### config.mk
export PLATFORM = sky130hd
export DESIGN_NAME = cpu_axi_bridge
export DESIGN_NICKNAME = d
export VERILOG_FILES = /design/src/rtl/cpu_axi_bridge.sv
export SDC_FILE = /design/constraint.sdc
export NUM_CORES = 1
export LEC_CHECK = 0
export CAP_MARGIN = 15
export CORE_MARGIN = 8
export CORE_UTILIZATION = 35
export DETAILED_ROUTE_END_ITERATION = 10
export PLACE_DENSITY_LB_ADDON = 0.1
export SYNTH_ARGS = -nofsm -noshare
export SYNTH_HDL_FRONTEND = slang
export SYNTH_SLANG_ARGS = --single-unit
### constraint.sdc
create_clock -name clk -period 1.45 [get_ports clk]
set_input_delay 0.2175 -clock clk [delete_from_list [all_inputs] [get_ports clk]]
set_output_delay 0.2175 -clock clk [all_outputs]
set_load 0.02 [all_outputs]
### src/rtl/cpu_axi_bridge.sv
// Bridges the core's SRAM-style fetch and data ports onto a single-beat AXI master.
// Only one transaction is in flight at a time, and data requests take priority over fetch.
module cpu_axi_bridge (
    input  logic        clk,
    input  logic        rst,

    input  logic        inst_sram_en,
    input  logic [31:0] inst_sram_addr,
    output logic [31:0] inst_sram_rdata,
    output logic        inst_stall,

    input  logic        data_sram_en,
    input  logic [3:0]  data_sram_wen,
    input  logic [31:0] data_sram_addr,
    input  logic [31:0] data_sram_wdata,
    output logic [31:0] data_sram_rdata,
    output logic        data_stall,

    output logic [3:0]  arid,
    output logic [31:0] araddr,
    output logic [2:0]  arsize,
    output logic        arvalid,
    input  logic        arready,

    input  logic [31:0] rdata,
    input  logic        rvalid,
    output logic        rready,

    output logic [31:0] awaddr,
    output logic [2:0]  awsize,
    output logic        awvalid,
    input  logic        awready,

    output logic [31:0] wdata,
    output logic [3:0]  wstrb,
    output logic        wvalid,
    input  logic        wready,

    input  logic        bvalid,
    output logic        bready
);

    typedef enum logic [2:0] {
        IDLE    = 3'd0,
        RD_ADDR = 3'd1,
        RD_DATA = 3'd2,
        WR_REQ  = 3'd3,
        WR_RESP = 3'd4
    } state_t;

    state_t      state;
    state_t      next_state;

    logic [31:0] addr_q;
    logic [31:0] wdata_q;
    logic [3:0]  wstrb_q;
    logic        owner_data_q;
    logic        aw_done;
    logic        w_done;
    logic        inst_ok;
    logic        data_ok;
    logic [31:0] inst_rdata_q;
    logic [31:0] data_rdata_q;

    logic        data_go;
    logic        inst_go;
    logic        aw_fire;
    logic        w_fire;
    logic        aw_all;
    logic        w_all;

    // A requester whose ok pulse is high is retiring this cycle and must not restart.
    assign data_go = data_sram_en & ~data_ok;
    assign inst_go = inst_sram_en & ~inst_ok;

    assign aw_fire = (state == WR_REQ) & ~aw_done & awready;
    assign w_fire  = (state == WR_REQ) & ~w_done & wready;
    assign aw_all  = aw_done | aw_fire;
    assign w_all   = w_done | w_fire;

    always_ff @(posedge clk) begin
        if (rst) begin
            state <= IDLE;
        end else begin
            state <= next_state;
        end
    end

    always_comb begin
        next_state = state;
        arvalid    = 1'b0;
        rready     = 1'b0;
        awvalid    = 1'b0;
        wvalid     = 1'b0;
        bready     = 1'b0;
        case (state)
            IDLE: begin
                if (data_go) begin
                    next_state = (|data_sram_wen) ? WR_REQ : RD_ADDR;
                end else if (inst_go) begin
                    next_state = RD_ADDR;
                end
            end
            RD_ADDR: begin
                arvalid = 1'b1;
                if (arready) next_state = RD_DATA;
            end
            RD_DATA: begin
                rready = 1'b1;
                if (rvalid) next_state = IDLE;
            end
            WR_REQ: begin
                awvalid = ~aw_done;
                wvalid  = ~w_done;
                if (aw_all && w_all) next_state = WR_RESP;
            end
            WR_RESP: begin
                bready = 1'b1;
                if (bvalid) next_state = IDLE;
            end
            default: next_state = IDLE;
        endcase
    end

    always_ff @(posedge clk) begin
        if (rst) begin
            addr_q       <= '0;
            wdata_q      <= '0;
            wstrb_q      <= '0;
            owner_data_q <= 1'b0;
            aw_done      <= 1'b0;
            w_done       <= 1'b0;
            inst_ok      <= 1'b0;
            data_ok      <= 1'b0;
            inst_rdata_q <= '0;
            data_rdata_q <= '0;
        end else begin
            inst_ok <= 1'b0;
            data_ok <= 1'b0;

            if (state == IDLE && next_state != IDLE) begin
                owner_data_q <= data_go;
                addr_q       <= data_go ? data_sram_addr : inst_sram_addr;
                wdata_q      <= data_sram_wdata;
                wstrb_q      <= data_go ? data_sram_wen : '0;
            end

            if (state == WR_REQ) begin
                if (aw_all && w_all) begin
                    aw_done <= 1'b0;
                    w_done  <= 1'b0;
                end else begin
                    if (aw_fire) aw_done <= 1'b1;
                    if (w_fire)  w_done  <= 1'b1;
                end
            end

            if (state == RD_DATA && rvalid) begin
                if (owner_data_q) begin
                    data_rdata_q <= rdata;
                    data_ok      <= 1'b1;
                end else begin
                    inst_rdata_q <= rdata;
                    inst_ok      <= 1'b1;
                end
            end

            if (state == WR_RESP && bvalid) begin
                data_ok <= 1'b1;
            end
        end
    end

    assign arid            = {3'b000, owner_data_q};
    assign araddr          = addr_q;
    assign arsize          = 3'd2;
    assign awaddr          = addr_q;
    assign awsize          = 3'd2;
    assign wdata           = wdata_q;
    assign wstrb           = wstrb_q;
    assign inst_sram_rdata = inst_rdata_q;
    assign data_sram_rdata = data_rdata_q;
    assign inst_stall      = inst_sram_en & ~inst_ok;
    assign data_stall      = data_sram_en & ~data_ok;

endmodule

Word-level counts from Yosys, hierarchy flattened
Cells that the tools add are included.
{"block": "op_classes", "n_eq_ne": 4, "muxes": 23, "bitwise": 14, "n_reduce_logical": 14}
{"op": "$mux 32", "count": 1}
{"op": "$mux 3", "count": 6}
{"op": "$pmux 3 s5", "count": 1}
{"op": "$mux 1", "count": 13}
{"op": "$reduce_and 2->1", "count": 4}
{"op": "$and 1x1->1", "count": 6}
{"op": "$eq 3x2->1 const B", "count": 2}
{"op": "$not 1->1", "count": 6}
{"op": "$logic_and 1x1->1", "count": 4}
{"op": "$mux 4", "count": 1}
{"op": "$reduce_bool 2->1", "count": 2}
{"op": "$reduce_or 4->1", "count": 1}
{"op": "$eq 3x1->1 const B", "count": 1}
{"op": "$eq 3x3->1 const B", "count": 1}
{"op": "$logic_not 3->1", "count": 1}
{"op": "$reduce_bool 3->1", "count": 1}
{"op": "$mux 2", "count": 1}
{"op": "$or 1x1->1", "count": 2}
{"op": "$reduce_or 2->1", "count": 1}
{"block": "totals", "regBits": 140, "inputBits": 141, "output_inout_bits": 181, "elab_cells": 66}

Depth between registers and ports, before layout
Gate-level depths: netlist (run 1).
{"block": "depth", "depth_word": 9, "depth_mapped": 8}

Worst setup path before layout (run 1)
OpenSTA, ideal clock, no wires.
{"block": "synth_path", "path_type": "register -> register", "from": "register inst_ok", "to": "register addr_q[10], in the netlist araddr[10]", "setup_ns": 0.134, "arrival_ns": 1.333, "path_slack_ns": -0.017, "stages_incl_launch_ff": 7, "path_buffers": 3, "synth_period_minus_slack_ns": 1.467, "path_cell_list": "dfxtp_1 nor2b_1 o21a_1 buf_2 buf_4 buf_2 a211oi_1"}
{"block": "synth_via", "elab_chain_len": 7}
{"element": "from (decl)", "line_no": "60", "source": "logic inst_ok;"}
{"element": "from (signal assigned)", "line_no": "133", "source": "inst_ok <= 1'b0;"}
{"element": "from (signal assigned)", "line_no": "138", "source": "inst_ok <= 1'b0;"}
{"element": "from (signal assigned)", "line_no": "164", "source": "inst_ok <= 1'b1;"}
{"element": "$not 1->1"}
{"element": "$and 1x1->1"}
{"element": "named net inst_stall", "line_no": "10", "source": "output logic inst_stall,"}
{"element": "$mux 3", "line_no": "100", "source": "end else if (inst_go) begin"}
{"element": "$mux 3", "line_no": "98", "source": "if (data_go) begin"}
{"element": "$pmux 3 s5", "line_no": "96", "source": "case (state)"}
{"element": "$reduce_bool 3->1", "line_no": "141", "source": "if (state == IDLE && next_state != IDLE) begin"}
{"element": "$logic_and 1x1->1", "line_no": "141"}
{"element": "to (signal assigned)", "line_no": "143", "source": "addr_q <= data_go ? data_sram_addr : inst_sram_addr;"}
{"element": "to (decl)", "line_no": "54", "source": "logic [31:0] addr_q;"}
The timed path passes the listed nets, and every way through them passes these cells.
A chain may end at the register's enable or synchronous reset.

Final worst setup path (run 1)
{"block": "layout_path", "from": "register state[0]", "to": "register inst_rdata_q[16], in the netlist inst_sram_rdata[16]"}
{"block": "layout_via", "elab_chain_len": 3}
{"element": "from (decl)", "line_no": "51", "source": "state_t state;"}
{"element": "from (signal assigned)", "line_no": "85", "source": "state <= next_state;"}
{"element": "$eq 3x2->1", "line_no": "158", "source": "if (state == RD_DATA && rvalid) begin"}
{"element": "$logic_and 1x1->1", "line_no": "158"}
{"element": "$reduce_and 2->1 (no source line)"}
{"element": "to (signal assigned)", "line_no": "163", "source": "inst_rdata_q <= rdata;"}
{"element": "to (decl)", "line_no": "62", "source": "logic [31:0] inst_rdata_q;"}
No other way between the ends.

==> run metrics, run 1 <==
DR vias=approximately 6000; GRT Resource Usage Total=0.220; initial standard-cell utilization of the core=0.356; Commonest cells post-synth=sky130_fd_sc_hd__nand2_1 (198), sky130_fd_sc_hd__dfxtp_1 (140), sky130_fd_sc_hd__a21oi_1 (105), sky130_fd_sc_hd__buf_4 (46), sky130_fd_sc_hd__nor2_1 (45); vias in the first global route=6253; met3 global-route usage=0.0879; CTS tree=done; FF+latch count, synth=140; instance count of the mapped netlist=between 600 and 700; cell area after layout=10700 um2; die width=between 100 and 150 um; largest area contributor in the netlist=sky130_fd_sc_hd__dfxtp_1; Final Routed Wirelength=around 24000 um; violations in the final reports=negative setup slack; Distinct cells, synth=31; class of the most critical setup path=reg2reg; Seq/Total Area, Yosys=0.500; RSZ-0062 raised after global routing=yes; most frequent cell after synthesis=sky130_fd_sc_hd__nand2_1; PD cells=~1300 nW/um2; TritonCTS buffer count=17; Post-Layout Cell Count=about 1200; Static Leak=roughly 0.0047 uW; ratio of final minimum period to clock period=1.11; fin nets=~1100; VDD IR-drop max=between 0.9 and 1 mV; flip-flop cell with the highest count after synthesis=sky130_fd_sc_hd__dfxtp_1; mean instance size in the synthesized netlist=about 8.2 um2; relative slew slack=0.661; initial antenna violation count=2; Worst Setup Slack, final=-160 ps; final critical delay including setup and external delays=~1600 ps; maximum number of pins on one net before global-route repair=35; count of yosys warnings during synthesis=0; register clock-pin slew on the reported worst setup and hold paths=60 ps; highest net fanout along the worst path=8; HPWL after detailed placement=~15000 um; min-delay worst type=in2reg; number of placed instances, taps included=~1200; final hold vios=0; number of primary I/O pins=322; proportion of register bits with asynchronous set or reset after synthesis=0; remaining routing DRC violations=0; cell area after synthesis=5610 um2; iteration count of the initial detailed-routing pass=6; post-synthesis to final-layout area growth=90.0%; worst-skew pair later-pin latency=420 ps; GRT overflow=0; root buffer cell=sky130_fd_sc_hd__clkbuf_16; port buffer count=312; number of buffers between clock root and the deepest sink=2; hold-fix buffer count after cts=0; Arr. time, crit path=between 1500 and 2000 ps; die outline height=143 um; Fmax achieved=621 MHz; Clock Sinks=between 100 and 150; max-cap check violation count=0; detailed router's first-iteration violation count=220; grt met2 use=0.391; Via density=approximately 4.9; routability congestion estimate=just under 0.8; H-tree depth=4; clock skew=7.74 ps; leading cell types by total area after synthesis=sky130_fd_sc_hd__dfxtp_1 (50%), sky130_fd_sc_hd__nand2_1 (13%), sky130_fd_sc_hd__a21oi_1 (9.4%); average routed wire per standard cell=19.4 um; pin slew with the least headroom to its limit=508 ps; kind of start point of the critical path=flop; Slew Viols, Final=0; share of the synthesized area in the top cell type=0.500; post-placement setup slack=-328 ps; met1 Use GR=0.227; total of endpoints with negative setup slack in the final report=around 110; Worst EP required=between 1500 and 2000 ps; post-detailed-route count of antenna-violating nets=0; GRT Max-Usage Layer=met2; crit end category=flop; number of placement rows=46; EDFF count, synth=0; share of layout cells above drive strength 1=0.235; die area=20300 um2; Cell Area, Placed=about 8800 um2; total design power=between 10000 and 15000 uW; wire length of the first global-routing pass=about 34000 um; final core utilization=0.676; outcome=finished with violations; Core Area=about 16000 um2
## flip-flops by register name (all words and copies together) (netlist names)
name             flops
araddr              32
data_sram_rdata     32
inst_sram_rdata     32
wdata               32
wstrb                4
state                3
aw_done              1
data_ok              1
inst_ok              1
owner_data_q         1
w_done               1
## cells in the final DEF, fill, tap and decap left out, types with 14 or more instances in the layout
| master | n |
|---|---|
| sky130_fd_sc_hd__a21oi_1 | 71 |
| sky130_fd_sc_hd__mux2i_1 | 31 |
| sky130_fd_sc_hd__clkdlybuf4s50_1 | 139 |
| sky130_fd_sc_hd__buf_6 | 19 |
| sky130_fd_sc_hd__buf_4 | 31 |
| sky130_fd_sc_hd__nand2_4 | 14 |
| sky130_fd_sc_hd__a21oi_2 | 34 |
| sky130_fd_sc_hd__clkbuf_16 | 21 |
| sky130_fd_sc_hd__a211oi_2 | 24 |
| sky130_fd_sc_hd__nand2_2 | 16 |
| sky130_fd_sc_hd__dfxtp_1 | 137 |
| sky130_fd_sc_hd__nand2_1 | 168 |
| sky130_fd_sc_hd__dlygate4sd2_1 | 159 |
| sky130_fd_sc_hd__nor2_1 | 30 |
| sky130_fd_sc_hd__buf_12 | 19 |
## cell type report
cell class,instances,area [um2]
Fill cell,1346,5120
Timing Repair Buffer,392,4130
Sequential cell,140,2810
Multi-Input combinational cell,451,2760
Clock buffer,23,488
Tap cell,216,270
Clock inverter,9,180
Inverter,2,7.51
Antenna cell,2,5.00
## power breakdown
part / leakage (uW) / internal, uW / switching, uW / total (uW)
registers: 0.00115 / 4210 / 263 / 4470
clock network: 0.000324 / 3240 / 1660 / 4900
logic: 0.00324 / 2100 / 2250 / 4350
total: 0.00471 / 9550 / 4170 / 13700
## per-stage QoR
stage	hold slack, ps	setup TNS (ps)
3_5_place_dp	446	-27720
5_1_grt	300	-17110
2_1_floorplan	353	0
3_3_place_gp	440	-20900
4_1_cts	271	-6210
6_report	295	-9440
## critical path, stage by stage (launching register included)
cell and delay (ps):
sky130_fd_sc_hd__dfxtp_4 360, sky130_fd_sc_hd__buf_6 130, sky130_fd_sc_hd__or4_4 570, sky130_fd_sc_hd__buf_12 170
sky130_fd_sc_hd__buf_16 150, sky130_fd_sc_hd__nand2_2 60, sky130_fd_sc_hd__a21oi_1 60
## per-layer routing
layer	wire, um	part of all wire	vias to the layer above
met2	12400	0.52	238
met1	8850	0.37	2839
met3	2110	0.088	39
met4	538	0.022	0
li1	-	-	2875
met5	0	0	-
## final timing paths
path	endpoint	startpoint	cells after the start	slack, ps
setup / recovery	inst_sram_rdata[16]	state[0]	6	-160
hold / removal	araddr[9]	rst	2	300
setup reg to reg	inst_sram_rdata[16]	state[0]	6	-160
hold reg to reg	inst_sram_rdata[8]	inst_sram_rdata[8]	2	450
## logic make-up (layout without fill, tap and decap cells)
logic type / after synthesis / count (layout) / synth area share
simple gates: 265 / 265 / 0.189
compound gates: 145 / 145 / 0.147
flops: 140 / 140 / 0.500
buf+inv: 97 / 426 / 0.106
mux: 32 / 32 / 0.0571
other cells: 2 / 11 / 0.00134
## timing repair
item / CTS / global route
gates cloned: 15 / 5
buffers inserted: 23 / 13
pin swaps: 49 / 24
resized for setup: 303 / 79
endpoints found under the setup margin: 233 / 146
Power figures use the tool's default switching activity.
==> run 2, diff against run 1 <==
--- a/config.mk
+++ b/config.mk
@@ -9,6 +9,7 @@
 export CORE_MARGIN = 8
 export CORE_UTILIZATION = 35
 export DETAILED_ROUTE_END_ITERATION = 10
+export GPL_ROUTABILITY_DRIVEN = 0
 export PLACE_DENSITY_LB_ADDON = 0.1
 export SYNTH_ARGS = -nofsm -noshare
 export SYNTH_HDL_FRONTEND = slang
==> results of run 2 <==
Same layout as run 1: the final DEF is identical, and so are final timing and power.
==> run 3, diff against run 2 <==
--- a/config.mk
+++ b/config.mk
@@ -14,3 +14,4 @@
 export SYNTH_ARGS = -nofsm -noshare
 export SYNTH_HDL_FRONTEND = slang
 export SYNTH_SLANG_ARGS = --single-unit
+export TNS_END_PERCENT = 10
==> run 3 against run 2 <==
Against the previous run:
- the run still ends with negative setup slack left
- worst hold slack got worse by 200 ps
- core utilization shrank 4.9 points
- via count fell by 5.2%
- highest routed layer unchanged
==> run metrics, run 3 (same netlist as run 1, synthesis figures left out) <==
most common cell after layout, fill and taps aside=sky130_fd_sc_hd__nand2_1 (unchanged); outcome=finished with violations (unchanged); critical path's top delay family=buffers and inverters (was simple AND/OR/NAND/NOR gates); final critical delay including setup and external delays=1600 ps (was 1610 ps); class of the most critical setup path=reg2out (was reg2reg); PD cells=1280 nW/um2 (was 1290 nW/um2); Worst EP required=1230 ps (was 1760 ps); vias in the first global route=5639 (was 6253); Critical R2R Capture=state[0] (was inst_sram_rdata[16]); share of layout cells above drive strength 1=0.172 (was 0.235); die width=143 um (unchanged); hold-fix buffer count after cts=0 (unchanged); initial standard-cell utilization of the core=0.356 (unchanged); total buffers and inverters traversed by the critical path=3 (unchanged); CTS tree=done (unchanged); Fmax achieved=624 MHz (was 621 MHz); Clock Sinks=140 (unchanged); TNS Setup=-1950 ps (was -9440 ps); port buffer count=312 (unchanged); GRT Resource Usage Total=0.193 (was 0.220); post-detailed-route count of antenna-violating nets=0 (unchanged); number of buffers between clock root and the deepest sink=2 (unchanged); HPWL after detailed placement=15400 um (was 15300 um); total design power=12600 uW (was 13700 uW); RSZ-0062 raised after global routing=yes (unchanged); clock skew=6.70 ps (was 7.74 ps); GRT overflow=0 (unchanged); DR vias=5682 (was 5991); R2R Setup Slk=-100 ps (was -160 ps); root buffer cell=sky130_fd_sc_hd__clkbuf_16 (unchanged); wire length of the first global-routing pass=30700 um (was 34500 um); post-placement setup slack=-402 ps (was -328 ps); remaining routing DRC violations=0 (unchanged); total of endpoints with negative setup slack in the final report=67 (was 108); top library cells by usage in the layout, fill and taps aside=sky130_fd_sc_hd__nand2_1 (185), sky130_fd_sc_hd__dlygate4sd2_1 (164), sky130_fd_sc_hd__clkdlybuf4s50_1 (139) (was sky130_fd_sc_hd__nand2_1 (168), sky130_fd_sc_hd__dlygate4sd2_1 (159), sky130_fd_sc_hd__clkdlybuf4s50_1 (139)); ratio of final minimum period to clock period=1.11 (about the same); detailed router's first-iteration violation count=217 (was 220); iteration count of the initial detailed-routing pass=4 (was 6); crit end category=output port (was flop); capturing instance or port of the critical path=bready (was inst_sram_rdata[16]); register clock-pin slew on the reported worst setup and hold paths=60 ps (about the same); Arr. time, crit path=1380 ps (was 1920 ps); most common cell type on the critical path=sky130_fd_sc_hd__buf_6; violations in the final reports=negative setup slack (unchanged); die area=20300 um2 (unchanged); maximum number of pins on one net before global-route repair=55 (was 35); final core utilization=0.627 (was 0.676); logic depth of the worst setup path including buffers=5 (was 6); number of placement rows=46 (unchanged); TritonCTS buffer count=17 (unchanged); Worst Setup Slack, final=-152 ps (was -160 ps); number of primary I/O pins=322 (unchanged); cells traversed along the worst timing path=buf_6, buf_6, nor2_4, and2_4, buf_6 (was buf_6, or4_4, buf_12, buf_16, nand2_2, a21oi_1); min-delay worst type=in2reg (unchanged); average routed wire per standard cell=17.7 um (was 19.4 um); Core Area=15800 um2 (unchanged); max-cap check violation count=0 (unchanged); CP peak stage delay=330 ps (was 570 ps); Final Routed Wirelength=21400 um (was 23900 um); Cell Area, Placed=8850 um2 (was 8830 um2); die outline height=143 um (unchanged); Static Leak=0.00440 uW (was 0.00471 uW); fin nets=1123 (was 1145); final hold vios=0 (unchanged); Worst R2R Path Depth=7 (was 6); VDD IR-drop max=0.822 mV (was 0.981 mV); kind of start point of the critical path=flop (unchanged); worst-skew pair later-pin latency=410 ps (was 420 ps); cell with the largest stage delay on the worst path=sky130_fd_sc_hd__dfxtp_2 (was sky130_fd_sc_hd__or4_4); H-tree depth=4 (unchanged); Slew Viols, Final=0 (unchanged); cell area after layout=9880 um2 (was 10700 um2); FF-to-FF Start=state[1] (was state[0]); initial antenna violation count=1 (was 2); launching instance or port of the critical path=state[1] (was state[0]); highest net fanout along the worst path=6 (was 8); Worst Hold Depth=2 (unchanged); post-synthesis to final-layout area growth=76.2% (was 90.0%); Via density=4.69 (was 4.85)
==> run 3: cell count changes in the layout (fill, tap and decap cells not counted), sizes merged, moves of 2 or more <==
cell           previous run  this run
buf                      85        61
dlygate4sd2             159       164
clkdlybuf4s15             5         1
bufinv                    5         3
clkinvlp                  1         3
==> run 3: final cells by class <==
cell class                      count  area, um2
Tap cell                          216        270
Clock inverter                      9        135
Sequential cell                   140       2810
Inverter                            2       7.51
Clock buffer                       22        484
Multi-Input combinational cell    452       2570
Fill cell                        1438       5890
Timing Repair Buffer              369       3610
Antenna cell                        1       2.50
==> run 3: worst min path at each step <==
stage,from,endpoint,slack (ps)
2_1_floorplan,rdata[10],inst_sram_rdata[10],350
3_3_place_gp,data_sram_rdata[30],data_sram_rdata[30],440
3_5_place_dp,inst_sram_rdata[12],inst_sram_rdata[12],450
4_1_cts,rst,state[2],70
5_1_grt,rst,state[1],70
6_report,rst,state[1],90
==> run 3: worst register-to-register path, cell delays in order, from the launching register on <==
cell,delay (ps)
sky130_fd_sc_hd__dfxtp_2,330
sky130_fd_sc_hd__buf_6,130
sky130_fd_sc_hd__buf_6,120
sky130_fd_sc_hd__nor3_4,170
sky130_fd_sc_hd__buf_4,190
sky130_fd_sc_hd__o21ai_2,90
sky130_fd_sc_hd__buf_12,160
sky130_fd_sc_hd__a221oi_1,260
==> run 3: layer usage <==
| metal | vias to the layer above | track usage | wire [um] |
|---|---|---|---|
| met5 | - | 0 | 0 |
| met4 | 0 | 0.0531 | 198 |
| met3 | 14 | 0.0832 | 2010 |
| met2 | 214 | 0.346 | 11200 |
| met1 | 2642 | 0.201 | 7980 |
| li1 | 2812 | - | - |
==> run 3: power by group <==
group / internal [uW] / switching (uW)
Combinational: 1700 / 1960
Clock: 2890 / 1610
Sequential: 4210 / 245
Total: 8790 / 3810
==> run 3: stage by stage <==
step | hold slack (ps) | instances
3_3_place_gp | 441 | 1157
4_1_cts | 65.6 | 1197
6_report | 91.9 | 1211
5_1_grt | 74.3 | 1211
3_5_place_dp | 446 | 1157
2_1_floorplan | 353 | 688
==> run 3: repair_timing <==
| item | in CTS | in global routing |
|---|---|---|
| resized for setup | 205 | 74 |
| endpoints found under the setup margin | 280 | 137 |
| buffers inserted | 9 | 11 |
| pin swaps | 31 | 16 |
| gates cloned | 0 | 6 |
